### src/rtl/mips_pkg.sv
// Definitions shared between the fetch unit and the controller: reset vector,
// fetch FSM states, the redirect control bundle, and MIPS opcode/func values.
package mips_pkg;

    localparam logic [31:0] RESET_VECTOR = 32'h0000_0000;

    // ST_RESET is the reset-held condition; FETCH begins one edge after release.
    typedef enum logic [1:0] {
        ST_RESET,
        ST_FETCH,
        ST_HOLD,
        ST_HALTED
    } fetch_state_e;

    typedef struct packed {
        logic halt;
        logic jump_register;
        logic jump;
        logic branch;
        logic branch_taken;
    } redirect_t;

    localparam logic [5:0] OP_RTYPE   = 6'h00;
    localparam logic [5:0] OP_J       = 6'h02;
    localparam logic [5:0] OP_JAL     = 6'h03;
    localparam logic [5:0] OP_BEQ     = 6'h04;
    localparam logic [5:0] OP_BNE     = 6'h05;
    localparam logic [5:0] OP_ADDI    = 6'h08;
    localparam logic [5:0] OP_LW      = 6'h23;
    localparam logic [5:0] OP_SW      = 6'h2B;

    localparam logic [5:0] FN_JR      = 6'h08;
    localparam logic [5:0] FN_SYSCALL = 6'h0C;

    function automatic logic [31:0] br_offset(input logic [15:0] imm);
        return {{14{imm[15]}}, imm, 2'b00};
    endfunction

endpackage

### src/rtl/pc_next.sv
// Combinational next-PC select for a retired instruction.
// Priority: JR, then J/JAL, then taken branch, else sequential.
module pc_next
    import mips_pkg::*;
(
    input  logic [31:0] pc_out,
    input  logic [31:0] instr,
    input  redirect_t   ctrl,
    input  logic [31:0] jr_target,
    output logic [31:0] next_pc
);

    logic [31:0] pc4;
    logic        unused_bits;

    // The opcode and halt are consumed elsewhere; halt is resolved by the FSM.
    assign unused_bits = ^{instr[31:26], ctrl.halt};
    assign pc4         = pc_out + 32'd4;

    always_comb begin
        next_pc = pc4;
        if (ctrl.jump_register)
            next_pc = jr_target & 32'hFFFF_FFFC;
        else if (ctrl.jump)
            next_pc = {pc4[31:28], instr[25:0], 2'b00};
        else if (ctrl.branch && ctrl.branch_taken)
            next_pc = pc4 + br_offset(instr[15:0]);
    end

endmodule

### src/rtl/fetch_unit.sv
// Single-outstanding instruction fetch: request a word, hold it for decode,
// then redirect or advance on the decode handshake. Halt is terminal until reset.
module fetch_unit
    import mips_pkg::*;
(
    input  logic        clk,
    input  logic        rst_b,
    output logic        imem_req,
    output logic [31:0] imem_addr,
    input  logic        imem_ready,
    input  logic [31:0] imem_rdata,
    output logic        instr_valid,
    output logic [31:0] instr,
    output logic [31:0] pc_out,
    input  logic        instr_ready,
    input  logic        jump,
    input  logic        jump_register,
    input  logic        branch,
    input  logic        branch_taken,
    input  logic [31:0] jr_target,
    input  logic        halt,
    output logic        halted
);

    fetch_state_e state, state_nxt;
    logic [31:0]  pc;
    logic [31:0]  next_pc;
    logic         rsp_take;
    logic         hs;
    redirect_t    ctrl;

    assign ctrl = '{halt:          halt,
                    jump_register: jump_register,
                    jump:          jump,
                    branch:        branch,
                    branch_taken:  branch_taken};

    // imem_ready only counts while a request is out; controls only at handshake.
    assign rsp_take = (state == ST_FETCH) && imem_ready;
    assign hs       = (state == ST_HOLD) && instr_ready;

    pc_next u_pc_next (
        .pc_out    (pc_out),
        .instr     (instr),
        .ctrl      (ctrl),
        .jr_target (jr_target),
        .next_pc   (next_pc)
    );

    always_ff @(posedge clk or negedge rst_b) begin
        if (!rst_b) state <= ST_RESET;
        else        state <= state_nxt;
    end

    always_comb begin
        state_nxt = state;
        case (state)
            ST_RESET:  state_nxt = ST_FETCH;
            ST_FETCH:  if (imem_ready) state_nxt = ST_HOLD;
            ST_HOLD:   if (instr_ready) state_nxt = halt ? ST_HALTED : ST_FETCH;
            ST_HALTED: state_nxt = ST_HALTED;
            default:   state_nxt = ST_RESET;
        endcase
    end

    always_ff @(posedge clk or negedge rst_b) begin
        if (!rst_b) begin
            pc     <= RESET_VECTOR;
            instr  <= '0;
            pc_out <= '0;
        end else begin
            if (rsp_take) begin
                instr  <= imem_rdata;
                pc_out <= pc;
            end
            if (hs && !halt)
                pc <= next_pc;
        end
    end

    assign imem_req    = (state == ST_FETCH);
    assign imem_addr   = {pc[31:2], 2'b00};
    assign instr_valid = (state == ST_HOLD);
    assign halted      = (state == ST_HALTED);

endmodule

### config.mk
export PLATFORM = sky130hd
export DESIGN_NAME = fetch_unit
export DESIGN_NICKNAME = d
export VERILOG_FILES = /design/src/rtl/mips_pkg.sv /design/src/rtl/pc_next.sv /design/src/rtl/fetch_unit.sv
export SDC_FILE = /design/constraint.sdc
export NUM_CORES = 1
export LEC_CHECK = 0
export ABC_AREA = 1
export CAP_MARGIN = 15
export CELL_PAD_IN_SITES_DETAIL_PLACEMENT = 0
export CELL_PAD_IN_SITES_GLOBAL_PLACEMENT = 1
export CORE_ASPECT_RATIO = 1.2
export CORE_MARGIN = 5
export CORE_UTILIZATION = 39
export DETAILED_ROUTE_END_ITERATION = 10
export GPL_TIMING_DRIVEN = 0
export HOLD_SLACK_MARGIN = 0.15
export PLACE_DENSITY = 0.9
export SYNTH_ARGS = -nofsm -noshare
export SYNTH_HDL_FRONTEND = slang
export SYNTH_SLANG_ARGS = --single-unit
### constraint.sdc
create_clock -name clk -period 5.45 [get_ports clk]
set_input_delay 1.09 -clock clk [delete_from_list [all_inputs] [get_ports clk]]
set_output_delay 1.09 -clock clk [all_outputs]
set_load 0.005 [all_outputs]
==> reports/results.txt <==
worst path cell trace = nand2_2 -> nor2_1 -> nand2_1 -> nor2_1 -> xnor2_1 -> inv_1 -> ha_1 -> nand2_1 -> nand2_1 -> o21bai_1 -> nand3b_1 -> or2_2 -> nand3_1 -> nand3_1 -> nand2_1 -> nand2_1
asr flop ratio synth = 1.00
largest net degree at the start of global routing = 70
ANT nets after route = 0
f_max = 283 MHz
Num CTS Buffers = 9
setup TNS = 0 ns
Hold-fix buffers, CTS = 0
Rows = 56
largest fanout on the critical path = 5
crit path buf inv count = 1
number of flops mapped to enable cells by yosys = 0
min Tclk post-route = 3.54 ns
Congestion Overflow GR = 0
routed wire length = 28900 um
share of cells above drive strength 1 = 0.0886
mapped cell area = 7840 um^2
CTS tree = done
worst min-delay path category = reg2reg
PostCTS Resize Cnt = 0
Arr. time, crit path = 3.79 ns
drt first pass iters = 5
Pins Over Slew Limit = 0
Fillers = 1978
first-pass GRT wire length = 44400 um
Clock Path Buffers = 2
Slew Limit Headroom = 0.428
crit path launch type = register
Starting Density = 0.398
crit path capture type = register
port bufs = 167
Post-DP HPWL = 23700 um
Synth Flop Type = dfrtp_1
CP max stage cell = dfrtp_1
Crit path max-delay family = simple AND/OR/NAND/NOR gates
Sink Count = 98
endpoints failing hold = 0
Global Route Usage Sum = 0.249
Setup-failing EPs final = 0
initial antenna violation count = 0
Seq cells post-synth = 98
Critical Path Max Stage Delay = 0.47 ns
Leak = 5.13 nW
largest cells by area after synthesis = dfrtp_1 31%, nand2_1 17%, inv_1 7.4%
WHS = 0.508 ns
syn_area_per_cell = 6.70 um^2
P per Cell Area = 560 nW/um^2
final period utilization = 0.649
Core Footprint = 19700 um^2
total power = 5.70 mW
final core utilization = 0.517
Synth area leader = dfrtp_1
YS warnings = 0
post-CTS setup buffers = 0
vias = 8037
post-synthesis sequential area ratio = 0.313
RD Place Congestion = 0.970
Sequential Area = 2450 um^2
Top-Level Pins = 172
Die W = 139 um
Initial DRC Count = 497
Area Growth Syn to Fin = 29.9%
required time of the critical path = 5.70 ns
vias in the first global route = 8013
diode count = 0
Final nets = 1461
H-tree depth = 3
full die area = 23000 um^2
Top cell by count, worst path = nand2_1
Syn Inst Count = 1170
WL per Instance = 17.9 um
CTS clock-pin slew for the worst setup and hold paths = 0.09 ns
Final Skew = 0.0185 ns
top-area cell type share of the netlist area = 0.313
Synth cell types = 43
Multi-input gate area = 4420 um^2
RSZ-0062 raised after global routing = no
# DRC = 0
critical path class = reg2reg
slew at the pin closest to its max-slew limit = 0.859 ns
run status = completed
# Max-Cap Violations = 0
IR drop worst, VDD = 0.226 mV
die height = 165 um
root buffer cell = clkbuf_16
Vias per Instance = 4.97
worst skew pair latency = 0.36 ns
==> state kept, by name, summed over array words and instances, names as in the netlist <==
name,flops
pc,32
pc_out,32
instr,32
state,2
==> path summary, 6_finish.rpt <==
check                           from         to  slack, ns  depth (start not counted)
setup / recovery           pc_out[6]     pc[14]       1.91                         16
hold / removal             instr[27]  instr[27]       0.51                          1
setup reg to reg           pc_out[6]     pc[14]       1.91                         16
hold reg to reg            instr[27]  instr[27]       0.51                          1
max in group asynchronous      rst_b     pc[27]       4.09                          2
min in group asynchronous      rst_b  instr[26]       0.66                          1
==> logic make-up (layout without fill, tap and decap cells) <==
kind of cell / count (synthesis) / after routing / share of synthesized area
compound gates: 126 / 126 / 0.0859
simple gates: 627 / 627 / 0.337
mux: 39 / 39 / 0.0560
other cells: 1 / 2 / 0.000478
buf+inv: 221 / 405 / 0.124
flops: 98 / 98 / 0.313
fa+ha+maj: 38 / 38 / 0.0616
xor+xnor: 20 / 20 / 0.0224
==> power by group <==
| group | internal, mW | switching, mW | total (mW) |
|---|---|---|---|
| clock | 0.371 | 0.343 | 0.714 |
| sequential | 1.05 | 0.453 | 1.50 |
| combinational | 1.63 | 1.86 | 3.49 |
==> routing by layer <==
metal  part of all wire  wire length (um)  GRT usage
met5                  0                 0          0
met4              0.021               602     0.0658
met3              0.053              1540     0.0484
met2               0.49             14200      0.440
met1               0.43             12600      0.313
==> cells in the mapped netlist, drive strengths merged, types with 4 or more instances <==
master,number
nand2,372
inv,155
nor2,121
dfrtp,98
nand3,72
o21ai,55
a21oi,52
buf,42
mux2,39
ha,37
nor3,30
clkbuf,21
nand4,14
xor2,13
xnor2,7
o21bai,6
or2,6
nand3b,5
a31oi,4
==> placed cells by master (no fill, tap or decap), types with 2 or more instances in the layout <==
cell	instances
a21oi_1	52
a22oi_1	2
a31oi_1	4
and2_1	2
and3_1	2
buf_2	7
buf_4	35
clkbuf_1	21
clkbuf_16	9
clkdlybuf4s50_1	166
clkinv_1	3
clkinv_4	2
conb_1	2
dfrtp_1	98
ha_1	37
inv_1	154
inv_8	2
mux2_2	39
nand2_1	365
nand2_2	6
nand3_1	71
nand3b_1	5
nand4_1	14
nor2_1	116
nor2_2	2
nor2_4	2
nor3_1	30
o211ai_1	3
o21ai_0	53
o21ai_1	2
o21bai_1	6
or2_2	6
xnor2_1	7
xor2_1	13
==> through the flow <==
stage / worst slack (ns) / instances / area (um^2)
global route: 1.59 / 1616 / 10200
floorplan: 2.77 / 1171 / 7840
detailed placement: 1.95 / 1600 / 9860
finish: 1.91 / 1616 / 10200
global placement: -0.513 / 1599 / 9840
CTS: 1.91 / 1616 / 10200
==> final cells by class <==
| cell class | instances | share of cell area |
|---|---|---|
| Tap cell | 261 | 0.0321 |
| Inverter | 158 | 0.0582 |
| Clock buffer | 9 | 0.0221 |
| Timing Repair Buffer | 168 | 0.167 |
| Clock inverter | 7 | 0.00934 |
| Buffer | 63 | 0.0373 |
| Sequential cell | 98 | 0.241 |
| Multi-Input combinational cell | 852 | 0.434 |
No activity file was read; power rests on OpenSTA's default activity.
